==> src/rtl/mips_pkg.sv <==
// Shared pipeline definitions for the register-file write path.
// Contents: register/data widths, the hardwired-zero register address and the
// write-request struct {en, addr, data} that drives the register-file port.
package mips_pkg;

  localparam int REG_ADDR_W = 5;
  localparam int DATA_W     = 32;

  localparam logic [REG_ADDR_W-1:0] REG_ZERO = 5'd0;

  typedef struct packed {
    logic                  en;
    logic [REG_ADDR_W-1:0] addr;
    logic [DATA_W-1:0]     data;
  } wr_req_t;

endpackage

==> src/rtl/id_ll_result_fifo.sv <==
// Synchronous FIFO buffering long-latency results until the write port is free.
// Ports:
//   Clk, Reset          clock, synchronous active-high reset
//   push_i / wdata_i    enqueue request and payload (ignored when full)
//   pop_i               dequeue request (ignored when empty)
//   rdata_o             head entry, valid whenever empty_o is low
//   full_o, empty_o     occupancy flags
//   count_o             number of stored entries
module id_ll_result_fifo #(
  parameter int DEPTH = 2,
  parameter int WIDTH = 37
) (
  input  logic                     Clk,
  input  logic                     Reset,
  input  logic                     push_i,
  input  logic [WIDTH-1:0]         wdata_i,
  input  logic                     pop_i,
  output logic [WIDTH-1:0]         rdata_o,
  output logic                     full_o,
  output logic                     empty_o,
  output logic [$clog2(DEPTH):0]   count_o
);

  localparam int PW = $clog2(DEPTH);

  logic [WIDTH-1:0] mem_q [DEPTH];
  logic [PW-1:0]    wr_ptr_q, rd_ptr_q;
  logic [PW:0]      count_q;
  logic             do_push, do_pop;

  assign full_o  = (count_q == (PW+1)'(DEPTH));
  assign empty_o = (count_q == '0);
  assign count_o = count_q;
  assign rdata_o = mem_q[rd_ptr_q];

  assign do_push = push_i && !full_o;
  assign do_pop  = pop_i && !empty_o;

  // Storage carries no reset; only the pointers and count define validity.
  always_ff @(posedge Clk) begin
    if (do_push) mem_q[wr_ptr_q] <= wdata_i;
  end

  // DEPTH is a power of two, so pointer overflow is the modulo wrap.
  always_ff @(posedge Clk) begin
    if (Reset) begin
      wr_ptr_q <= '0;
      rd_ptr_q <= '0;
      count_q  <= '0;
    end else begin
      if (do_push) wr_ptr_q <= wr_ptr_q + 1'b1;
      if (do_pop)  rd_ptr_q <= rd_ptr_q + 1'b1;
      case ({do_push, do_pop})
        2'b10:   count_q <= count_q + 1'b1;
        2'b01:   count_q <= count_q - 1'b1;
        default: count_q <= count_q;
      endcase
    end
  end

endmodule

==> src/rtl/id_regwrite_arbiter.sv <==
// Register-file write-port owner shared by the WB stage and a long-latency unit.
// WB always wins the port; buffered long-latency results drain when WB is idle
// (or writing $0). A per-register busy scoreboard holds ID on hazards against
// results that are still in flight.
// Ports:
//   Clk, Reset                          clock, synchronous active-high reset
//   RegWrite_WB/Write_Register_WB/Write_Data_WB   WB write request
//   Read_Address_1_ID/Read_Address_2_ID ID source registers
//   RegWrite_ID/Dest_ID                 ID in-pipeline destination
//   LL_Issue_ID/LL_Dest_ID              ID issue of a long-latency op
//   LL_Valid/LL_Dest/LL_Data/LL_Ready   long-latency result handshake
//   Stall_ID                            hold ID/IF this cycle
//   RF_Write_En/Addr/Data               register-file write port
//   Queue_Count                         result FIFO occupancy
module id_regwrite_arbiter #(
  parameter int DEPTH  = 2,
  parameter int ADDR_W = 5,
  parameter int DATA_W = 32
) (
  input  logic                     Clk,
  input  logic                     Reset,
  input  logic                     RegWrite_WB,
  input  logic [ADDR_W-1:0]        Write_Register_WB,
  input  logic [DATA_W-1:0]        Write_Data_WB,
  input  logic [ADDR_W-1:0]        Read_Address_1_ID,
  input  logic [ADDR_W-1:0]        Read_Address_2_ID,
  input  logic                     RegWrite_ID,
  input  logic [ADDR_W-1:0]        Dest_ID,
  input  logic                     LL_Issue_ID,
  input  logic [ADDR_W-1:0]        LL_Dest_ID,
  input  logic                     LL_Valid,
  input  logic [ADDR_W-1:0]        LL_Dest,
  input  logic [DATA_W-1:0]        LL_Data,
  output logic                     LL_Ready,
  output logic                     Stall_ID,
  output logic                     RF_Write_En,
  output logic [ADDR_W-1:0]        RF_Write_Addr,
  output logic [DATA_W-1:0]        RF_Write_Data,
  output logic [$clog2(DEPTH):0]   Queue_Count
);

  import mips_pkg::*;

  localparam int NREG = 1 << ADDR_W;
  localparam int CW   = ADDR_W + 1;

  logic [NREG-1:0]          busy_q, busy_d;
  logic [ADDR_W+DATA_W-1:0] head;
  logic [ADDR_W-1:0]        head_addr;
  logic                     fifo_full, fifo_empty;
  logic                     push, pop, wb_act, issue;
  logic [CW-1:0]            busy_cnt;
  logic                     credit_out;
  wr_req_t                  rf_req;

  assign LL_Ready  = !Reset && !fifo_full;
  // $0 results are acknowledged but never stored.
  assign push      = LL_Valid && LL_Ready && (LL_Dest != REG_ZERO);
  assign wb_act    = RegWrite_WB && (Write_Register_WB != REG_ZERO);
  assign pop       = !Reset && !wb_act && !fifo_empty;
  assign head_addr = head[ADDR_W+DATA_W-1:DATA_W];

  id_ll_result_fifo #(
    .DEPTH (DEPTH),
    .WIDTH (ADDR_W + DATA_W)
  ) u_fifo (
    .Clk     (Clk),
    .Reset   (Reset),
    .push_i  (push),
    .wdata_i ({LL_Dest, LL_Data}),
    .pop_i   (pop),
    .rdata_o (head),
    .full_o  (fifo_full),
    .empty_o (fifo_empty),
    .count_o (Queue_Count)
  );

  always_comb begin
    rf_req = '0;
    if (!Reset) begin
      if (wb_act) begin
        rf_req.en   = 1'b1;
        rf_req.addr = Write_Register_WB;
        rf_req.data = Write_Data_WB;
      end else if (!fifo_empty) begin
        rf_req.en   = 1'b1;
        rf_req.addr = head_addr;
        rf_req.data = head[DATA_W-1:0];
      end
    end
  end

  assign RF_Write_En   = rf_req.en;
  assign RF_Write_Addr = rf_req.addr;
  assign RF_Write_Data = rf_req.data;

  always_comb begin
    busy_cnt = '0;
    for (int i = 0; i < NREG; i++) busy_cnt = busy_cnt + CW'(busy_q[i]);
  end

  // Every busy register owns either a FIFO slot or a result still inside the
  // unit; once the FIFO is full and those cover DEPTH, a new issue could
  // produce a result with nowhere to land.
  assign credit_out = fifo_full && (busy_cnt >= CW'(DEPTH));

  always_comb begin
    Stall_ID = 1'b0;
    if (!Reset) begin
      Stall_ID = busy_q[Read_Address_1_ID] || busy_q[Read_Address_2_ID] ||
                 (RegWrite_ID && busy_q[Dest_ID]) ||
                 (LL_Issue_ID && (busy_q[LL_Dest_ID] || credit_out));
    end
  end

  assign issue = LL_Issue_ID && !Stall_ID && (LL_Dest_ID != REG_ZERO);

  // Clear applied before set so a same-cycle issue keeps the register busy.
  always_comb begin
    busy_d = busy_q;
    if (pop)   busy_d[head_addr]  = 1'b0;
    if (issue) busy_d[LL_Dest_ID] = 1'b1;
    busy_d[0] = 1'b0;
  end

  always_ff @(posedge Clk) begin
    if (Reset) busy_q <= '0;
    else       busy_q <= busy_d;
  end

endmodule

==> config.mk <==
export PLATFORM = sky130hd
export DESIGN_NAME = id_regwrite_arbiter
export DESIGN_NICKNAME = d
export VERILOG_FILES = /design/src/rtl/mips_pkg.sv /design/src/rtl/id_ll_result_fifo.sv /design/src/rtl/id_regwrite_arbiter.sv
export SDC_FILE = /design/constraint.sdc
export NUM_CORES = 1
export LEC_CHECK = 0
export BUFFER_PORTS_ARGS = -buffer_cell sky130_fd_sc_hd__clkbuf_2
export CAP_MARGIN = 5
export CORE_ASPECT_RATIO = 1.2
export CORE_MARGIN = 2
export CORE_UTILIZATION = 31
export CTS_BUF_LIST = sky130_fd_sc_hd__clkbuf_2 sky130_fd_sc_hd__clkbuf_4 sky130_fd_sc_hd__clkbuf_8
export CTS_CLUSTER_SIZE = 28
export DETAILED_ROUTE_END_ITERATION = 7
export GPL_ROUTABILITY_DRIVEN = 0
export PLACE_DENSITY = 0.59
export SYNTH_ARGS = -nofsm -noshare
export SYNTH_HDL_FRONTEND = slang
export SYNTH_SLANG_ARGS = --single-unit
==> constraint.sdc <==
create_clock -name Clk -period 8.6 [get_ports Clk]
set_input_delay 0.43 -clock Clk [delete_from_list [all_inputs] [get_ports Clk]]
set_output_delay 0.43 -clock Clk [all_outputs]
set_load 0.01 [all_outputs]
# Word-level counts from Yosys, hierarchy flattened
# Memories as Yosys holds them, arrays and structs flattened. A register that Yosys moved wholly into a read port is not among the register bits.
# Cells that the tools add are included.
[word_totals]
mem_count = 1
reg_bits = 36
wordCells = 107
inputBits = 100
mem_bits_rw = 74
output_inout_bits = 42
[op_classes]
magnitude_cmp = 8
add_sub_neg = 35
n_bitwise = 3
mux = 23
reduce_logical = 29
eq_ne = 3
[mem_list]
columns = ["name", "depth", "width", "rd", "rd_clocked_by_memory_dff", "write_ports", "line_no", "rtl"]
rows = [
  ["u_fifo.mem_q", 2, 37, 1, 1, 1, "id_ll_result_fifo.sv:26", "logic [WIDTH-1:0] mem_q [DEPTH];"],
]
[op_table]
columns = ["cell", "count"]
rows = [
  ["6-bit by 1-bit adder with 6-bit output", 26],
  ["38-bit two-way mux", 3],
  ["32-bit two-way mux", 2],
  ["32-bit bitwise AND", 1],
  ["32-bit NOT", 1],
  ["32-bit OR", 1],
  ["5-bit by 6-bit < comparator with 1-bit output, second input constant", 5],
  ["1-bit binary-select mux with 5-bit select", 4],
  ["1-bit logical AND", 15],
  ["5-bit nonzero test", 3],
  ["1-bit two-way mux", 11],
  ["1-bit demux with 5-bit select", 2],
  ["5-bit by 1-bit >= comparator with 1-bit output, second input constant", 2],
  ["5-bit by 1-bit adder with 6-bit output", 1],
  ["6-bit by 2-bit >= comparator with 1-bit output, second input constant", 1],
  ["4-bit by 1-bit adder with 5-bit output", 1],
  ["1-bit logical NOT", 5],
  ["3-bit by 1-bit adder with 4-bit output", 1],
  ["2-bit equality test, second input constant", 2],
  ["1-bit logical OR", 4],
  ["2-bit case mux with 2 select lines", 1],
  ["2-bit by 1-bit adder with 3-bit output", 1],
  ["1-bit adder, second input constant", 2],
  ["1-bit by 1-bit adder with 2-bit output", 1],
  ["5 further kinds", 5],
]

# Longest topological paths before layout
# Gate-level depths: netlist of run 1.
[depth]
ltp_word = 41
ltp_mapped = 21
ltp_nobuf = 20

# Modules after synthesis
# A second synthesis of run 1 with hierarchy kept.
[unflattened]
hier_cells = 597
area_unflattened_um2 = 6710.2
[by_module_without_submodules]
columns = ["mod", "n_inst", "seq_area_each_um2", "area_per_inst_um2", "cells_per_inst"]
rows = [
  ["id_regwrite_arbiter", 1, 620.6, 3827.4, 456],
  ["id_ll_result_fifo", 1, 2322.2, 2882.8, 141],
]

# Least setup slack after synthesis of run 1
# No wires, ideal clock.
[synth_timing]
path_type = "register to output"
startpoint = "reg busy_q[18]"
endpoint = "out Stall_ID"
n_path_buf = 1
slack_ns = 3.019
t_arrival_ns = 5.151
stages_incl_launch_ff = 21
required_time_ns = 8.170
path_cell_list = "dfxtp_1 fa_1 inv_1 fa_1 inv_1 fa_1 inv_1 fa_1 fa_1 fa_1 inv_1 fa_1 inv_1 fa_1 nor3b_1 a21oi_1 o211ai_1 nand4_1 nor4_2 a21oi_2 buf_6"
[synth_via]
elab_chain_len = 20
word_cells_on_any_way = 31
cone_classes = "14 x add/sub; 1 x order compare; 9 x mux; 7 x reduce/logical"
[synth_rtl]
columns = ["item", "line_no", "rtl"]
rows = [
  ["start, declared", "id_regwrite_arbiter.sv:47", "logic [NREG-1:0] busy_q, busy_d;"],
  ["start signal, assigned", "id_regwrite_arbiter.sv:128", "else busy_q <= busy_d;"],
  ["6-bit by 1-bit adder with 6-bit output (14 in series)", "id_regwrite_arbiter.sv:99", "for (int i = 0; i < NREG; i++) busy_cnt = busy_cnt + CW'(busy_q[i]);"],
  ["6-bit by 2-bit >= comparator with 1-bit output", "id_regwrite_arbiter.sv:105", "assign credit_out = fifo_full && (busy_cnt >= CW'(DEPTH));"],
  ["1-bit logical AND", "id_regwrite_arbiter.sv:105", ""],
  ["1-bit logical OR", "id_regwrite_arbiter.sv:112", "(LL_Issue_ID && (busy_q[LL_Dest_ID] || credit_out));"],
  ["1-bit logical AND", "id_regwrite_arbiter.sv:112", ""],
  ["1-bit logical OR *", "id_regwrite_arbiter.sv:111", "(RegWrite_ID && busy_q[Dest_ID]) ||"],
  ["1-bit two-way mux *", "id_regwrite_arbiter.sv:109", "if (!Reset) begin"],
  ["end, declared", "id_regwrite_arbiter.sv:35", "output logic Stall_ID,"],
]
# Mark *: on every way between the ends. The rest lies on a longest branch, timed or not. The select of a mux whose other input is x is not followed.

# Worst setup path in the final report of run 1
[layout_timing]
startpoint = "reg busy_q[24]"
endpoint = "out Stall_ID"
[layout_via]
elab_chain_len = 14
word_cells_on_any_way = 25
cone_classes = "8 x add/sub; 1 x order compare; 9 x mux; 7 x reduce/logical"
[layout_rtl]
columns = ["item", "line_no"]
rows = [
  ["6-bit by 1-bit adder with 6-bit output (8 in series)", "id_regwrite_arbiter.sv:99"],
  ["6-bit by 2-bit >= comparator with 1-bit output", "id_regwrite_arbiter.sv:105"],
  ["1-bit logical AND", "id_regwrite_arbiter.sv:105"],
  ["1-bit logical OR", "id_regwrite_arbiter.sv:112"],
  ["1-bit logical AND", "id_regwrite_arbiter.sv:112"],
  ["1-bit logical OR *", "id_regwrite_arbiter.sv:111"],
  ["1-bit two-way mux *", "id_regwrite_arbiter.sv:109"],
]
# Marks and branches as above.

==> impl_metrics.env, run 1 <==
export IMPL_outcome="finished, final reports clean"
export IMPL_grt_pass1_vias=5090
export IMPL_synth_edf_count=74
export IMPL_nNetsFinal=856
export IMPL_core_area_um2=20830
export IMPL_io_buffers=141
export IMPL_drive_above_1_share_pct=26.03
export IMPL_tns_ns=0
export IMPL_max_stage_delay_ns=0.53
export IMPL_cp_top_family="adder cells"
export IMPL_rr_endpoint="busy_q[1]$_SDFF_PP0_"
export IMPL_fin_util_pct=36.80
export IMPL_fillers=2064
export IMPL_ir_drop_uv=105.9
export IMPL_drt_initial_drc_count=317
export IMPL_setup_violations=0
export IMPL_worst_skew_pair_late_latency_ns=0.38
export IMPL_whs_endpoint="u_fifo.mem_q[0][16]$_DFFE_PP_"
export IMPL_max_slew_margin_pct=25.94
export IMPL_syn_inst=599
export IMPL_syn_area_um2=6525
export IMPL_n_antenna_cell=0
export IMPL_rrSetupSlack_ns=2.59
export IMPL_synth_top_cell_by_area="edfxtp_1"
export IMPL_critical_path_arrival_ns=6.08
export IMPL_drtAntennaViolNets=0
export IMPL_rows=58
export IMPL_regToRegStartpoint="busy_q[24]$_SDFF_PP0_"
export IMPL_hp_class="input pin to flip-flop"
export IMPL_power_uw=1111
export IMPL_drc_errors=0
export IMPL_via_per_inst=5.153
export IMPL_boundaryPins=142
export IMPL_worstMarginPinSlew_ns=1.108
export IMPL_ys_seq_area_share_pct=45.10
export IMPL_rsz0062_at_grt="false"
export IMPL_ctsLongestPathBuffers=2
export IMPL_crit_type="flip-flop to output pin"
export IMPL_maxCapViolations=0
export IMPL_antenna_found_initial=0
export IMPL_die_area_um2=22230
export IMPL_reg2regPathDepth=20
export IMPL_clkTransAtPathRegs_ns=0.13
export IMPL_die_w_um=136.4
export IMPL_finalHoldWorstSlack_ns=0.2236
export IMPL_first_pass_iters=5
export IMPL_totalWireLength_mm=17.85
export IMPL_grt_use_total_pct=16.66
export IMPL_cts_root_buf="clkbuf_8"
export IMPL_timing_fmax_mhz=153.5
export IMPL_dp_hpwl_mm=13.72
export IMPL_h_tree_depth=3
export IMPL_cts_made_buffers=9
export IMPL_finalHoldViolations=0
export IMPL_overflow=0
export IMPL_die_h_um=162.9
export IMPL_final_common_cell="clkbuf_2"
export IMPL_path_buf_inv=7
export IMPL_crit_path_end_kind="output pin"
export IMPL_fin_skew_ns=0.01468
export IMPL_power_density_nw_per_um2=145.0
export IMPL_finalMaxSlewViolations=0
export IMPL_path_depth=21
export IMPL_avgSynthCellArea_um2=10.89
export IMPL_slowest_stage="fa_1"
export IMPL_grt_pass1_wl_mm=28.47
export IMPL_cp_cell_sequence="inv_1, fa_1, fa_1, inv_1, fa_1, inv_1, fa_1, fa_1, fa_1, inv_1, fa_1, inv_1, fa_1, nor3b_1, a21oi_1, o211ai_1, nand4_1, nor4_2, a21oi_2, buf_4, clkbuf_2"
export IMPL_synth_distinct_cells=50
export IMPL_synthArstFlopShare_pct=0
export IMPL_critPathLaunchType="flip-flop"
export IMPL_cts_setup_buffers=0
export IMPL_cts_tree="done"
export IMPL_wl_per_cell_um=17.85
export IMPL_leakage_uw=0.002911
export IMPL_fin_crit_sh_pct=75.75
export IMPL_syn_to_final_growth_pct=17.45
export IMPL_cp_common_cell="fa_1"
export IMPL_yosys_top_cells_area="edfxtp_1, dfxtp_1, mux2i_1, fa_1, mux4_2"
export IMPL_synth_seq_cells=110
export IMPL_vias=5153
export IMPL_holdBufCountCts=0
export IMPL_final_cell_mix="clkbuf_2, nand2_1, edfxtp_1"
export IMPL_grt_max_degree=38
export IMPL_synthFlopType="edfxtp_1"
export IMPL_yosysWarningCount=0
export IMPL_cts_sinks=110
export IMPL_cp_required_ns=8.17
export IMPL_hold_start="LL_Data[16]"
export IMPL_min_path_cells=1
export IMPL_path_max_fanout=19
export IMPL_start_util_pct=31.33
export IMPL_synth_top_area_share_pct=34.06
export IMPL_fin_crit_ns=6.514
export IMPL_syn_nets=730
export IMPL_postCtsResizedCells=0
## per-stage QoR
stage | cells | setup WS [ns] | cell area (um^2)
global placement | 984 | 2.597 | 7472
finish | 1000 | 2.086 | 7664
CTS | 1000 | 2.064 | 7664
floorplan | 599 | 3.019 | 6525
detailed placement | 984 | 2.517 | 7472
global route | 1000 | 1.800 | 7664
## worst max-delay path by stage
stage                     startpoint       end  slack [ns]
2_1_floorplan  busy_q[18]$_SDFF_PP0_  Stall_ID        3.02
3_3_place_gp    busy_q[1]$_SDFF_PP0_  Stall_ID        2.60
3_5_place_dp    busy_q[1]$_SDFF_PP0_  Stall_ID        2.52
4_1_cts         busy_q[1]$_SDFF_PP0_  Stall_ID        2.06
5_1_grt         busy_q[1]$_SDFF_PP0_  Stall_ID        1.80
6_report       busy_q[24]$_SDFF_PP0_  Stall_ID        2.09
## logic make-up (layout without fill, tap and decap cells)
family | after synthesis | count (layout) | synth area share [%]
xor+xnor | 4 | 4 | 0.5370
flops | 110 | 110 | 45.10
compound gates | 107 | 107 | 10.68
buf+inv | 89 | 220 | 5.618
fa+ha+maj | 31 | 31 | 8.591
mux | 76 | 76 | 16.76
simple gates | 182 | 182 | 12.71
## cell usage after synthesis, types with 3 or more instances
cell,number
or3_1,3
o21ai_0,46
nand3_1,35
fa_1,23
o2111ai_1,4
nand2b_1,3
mux2i_1,47
nand2_1,85
clkbuf_1,21
mux2_2,5
edfxtp_1,74
buf_1,3
mux4_1,7
o31ai_1,21
ha_1,8
nor3b_1,3
buf_6,4
nor2_1,30
nand3b_1,4
a21oi_1,7
dfxtp_1,36
a221oi_1,4
mux4_2,17
nor2b_1,8
o211ai_1,7
inv_1,59
## sequential cells by signal, summed over array words and instances, names as in the netlist, named ones only
| signal | flops |
|---|---|
| busy_q | 31 |
| u_fifo.count_o | 2 |
| u_fifo.mem_q | 74 |
| u_fifo.rd_ptr_q | 1 |
| u_fifo.wr_ptr_q | 1 |
## area by class of cell
cell class	instances	area (um^2)	share of cell area [%]
well taps	270	337.8	4.408
repair buffers	145	735.7	9.600
multi-input cells	400	3233	42.19
clock inverters	6	60.06	0.7837
flip-flops and latches	110	2944	38.42
clock buffers	10	131.4	1.714
inverters	59	221.5	2.890
## report_power, final
| group | leakage, uW | internal [uW] | switching [uW] |
|---|---|---|---|
| clock | 0.000100 | 117 | 196 |
| combinational | 0.00184 | 77.5 | 117 |
| sequential | 0.000970 | 586 | 17.2 |
| total | 0.00291 | 781 | 330 |
## per-layer routing
metal	track usage, %	share of wire [%]	vias up
li1	-	-	2429
met1	21.46	42	2473
met2	27.96	49	223
met3	3.330	6.8	28
met4	5.492	2.4	0
met5	0	0	-
Power figures use the tool's default switching activity.
==> run 2: changes to the inputs <==
- clock period: 8.6 -> 6.8 ns (I/O delays scaled with it)
==> run 2 against run 1 <==
  * Highest routed layer unchanged
  * Combinational power increased by 26%
  * Critical path depth decreased by 2
  * Critical path type unchanged
  * Design area about the same
  * Sequential cell count unchanged
  * Largest power group unchanged
==> impl_metrics.env, run 2 (same netlist as run 1, synthesis figures left out) <==
export IMPL_cts_tree="done"
export IMPL_tns_ns=0
export IMPL_finalHoldViolations=0
export IMPL_n_antenna_cell=0
export IMPL_reg2regPathDepth=20
export IMPL_fin_crit_ns=6.422
export IMPL_crit_type="flip-flop to output pin"
export IMPL_worstMarginPinSlew_ns=1.116
export IMPL_overflow=0
export IMPL_outcome="finished, final reports clean"
export IMPL_io_buffers=141
export IMPL_hp_class="input pin to flip-flop"
export IMPL_grt_pass1_wl_mm=28.21
export IMPL_finalMaxSlewViolations=0
export IMPL_vias=5175
export IMPL_via_per_inst=5.170
export IMPL_ir_drop_uv=153.4
export IMPL_finalHoldWorstSlack_ns=0.1414
export IMPL_post_place_ws_ns=0.8102
export IMPL_dp_cells=985
export IMPL_final_cell_mix="clkbuf_2, nand2_1, edfxtp_1"
export IMPL_leakage_uw=0.002914
export IMPL_drc_errors=0
export IMPL_crit_path_end_kind="output pin"
export IMPL_path_depth=19
export IMPL_slowest_stage="fa_1"
export IMPL_power_density_nw_per_um2=181.8
export IMPL_start_util_pct=31.33
export IMPL_rows=58
export IMPL_cts_made_buffers=9
export IMPL_fin_skew_ns=0.01845
export IMPL_nNetsFinal=857
export IMPL_core_area_um2=20830
export IMPL_postCtsResizedCells=0
export IMPL_boundaryPins=142
export IMPL_holdBufCountCts=0
export IMPL_cp_cell_sequence="inv_1, fa_1, fa_1, fa_1, fa_1, fa_1, fa_1, inv_1, fa_1, inv_1, fa_1, nor3b_1, a21oi_1, o211ai_1, nand4_1, nor4_2, a21oi_2, buf_4, clkbuf_2"
export IMPL_grt_use_total_pct=16.52
export IMPL_worst_skew_pair_late_latency_ns=0.38
export IMPL_critPathLaunchType="flip-flop"
export IMPL_setup_violations=0
export IMPL_worst_slack_ns=0.3781
export IMPL_fin_crit_sh_pct=94.44
export IMPL_max_slew_margin_pct=25.46
export IMPL_h_tree_depth=3
export IMPL_grt_pass1_vias=5114
export IMPL_final_common_cell="clkbuf_2"
export IMPL_die_w_um=136.4
export IMPL_path_max_fanout=8
export IMPL_top_register="u_fifo.mem_q"
export IMPL_path_buf_inv=5
export IMPL_ctsLongestPathBuffers=2
export IMPL_drt_initial_drc_count=394
export IMPL_grt_max_degree=38
export IMPL_largest_reg_flops=74
export IMPL_timing_fmax_mhz=155.7
export IMPL_rsz0062_at_grt="false"
export IMPL_maxCapViolations=0
export IMPL_critical_path_arrival_ns=6.08
export IMPL_totalWireLength_mm=17.69
export IMPL_syn_to_final_growth_pct=17.53
export IMPL_die_h_um=162.9
export IMPL_first_pass_iters=5
export IMPL_cts_sinks=110
export IMPL_layout_cells_non_filler=1001
export IMPL_dp_hpwl_mm=13.77
export IMPL_drive_above_1_share_pct=26.13
export IMPL_cts_setup_buffers=0
export IMPL_cp_top_family="adder cells"
export IMPL_wl_per_cell_um=17.67
export IMPL_clkTransAtPathRegs_ns=0.11
export IMPL_fin_util_pct=36.82
export IMPL_cts_root_buf="clkbuf_8"
export IMPL_min_path_cells=1
export IMPL_antenna_found_initial=0
export IMPL_max_stage_delay_ns=0.61
export IMPL_cp_required_ns=6.46
export IMPL_drtAntennaViolNets=0
export IMPL_cp_common_cell="fa_1"
export IMPL_die_area_um2=22230
-- run 2: cell types whose count changed in the layout (fill, tap and decap cells not counted) --
cell   before  now
inv_6       1    2
buf_4       4    5
inv_8       3    2
-- run 2: layout make-up --
cell class,instances,area [um^2]
Fill cell,2085,13160
Multi-Input combinational cell,400,3233
Sequential cell,110,2944
Timing Repair Buffer,146,743.2
Tap cell,270,337.8
Inverter,59,221.5
Clock buffer,10,131.4
Clock inverter,6,57.56
-- run 2: per-layer routing --
layer	track usage (%)	vias up	wire, um	part of all wire (%)
li1	-	2436	-	-
met1	21.51	2451	7205	41
met2	26.66	251	8403	47
met3	3.953	37	1524	8.6
met4	6.061	0	558	3.2
met5	0	-	0	0
-- run 2: worst paths after layout --
kind                                startpoint                            end  slack (ns)
setup / recovery          busy_q[1]$_SDFF_PP0_                       Stall_ID        0.38
hold / removal                     LL_Data[19]  u_fifo.mem_q[0][19]$_DFFE_PP_        0.14
setup reg to reg          busy_q[1]$_SDFF_PP0_          busy_q[31]$_SDFF_PP0_        0.73
hold reg to reg   u_fifo.rd_ptr_q$_SDFFE_PP0P_                      flip-flop        0.51
-- run 2: power by group --
| group | switching (uW) | total [uW] | internal [uW] |
|---|---|---|---|
| logic | 147 | 245 | 98.5 |
| registers | 22.2 | 763 | 741 |
| clock network | 239 | 386 | 147 |
| total | 408 | 1390 | 986 |
-- run 2: per-stage QoR --
stage | power (uW) | area (um^2)
CTS | 1409 | 7669
global placement | 1024 | 7480
floorplan | 924.1 | 6525
detailed placement | 1026 | 7480
global route | 1460 | 7669
finish | 1394 | 7669
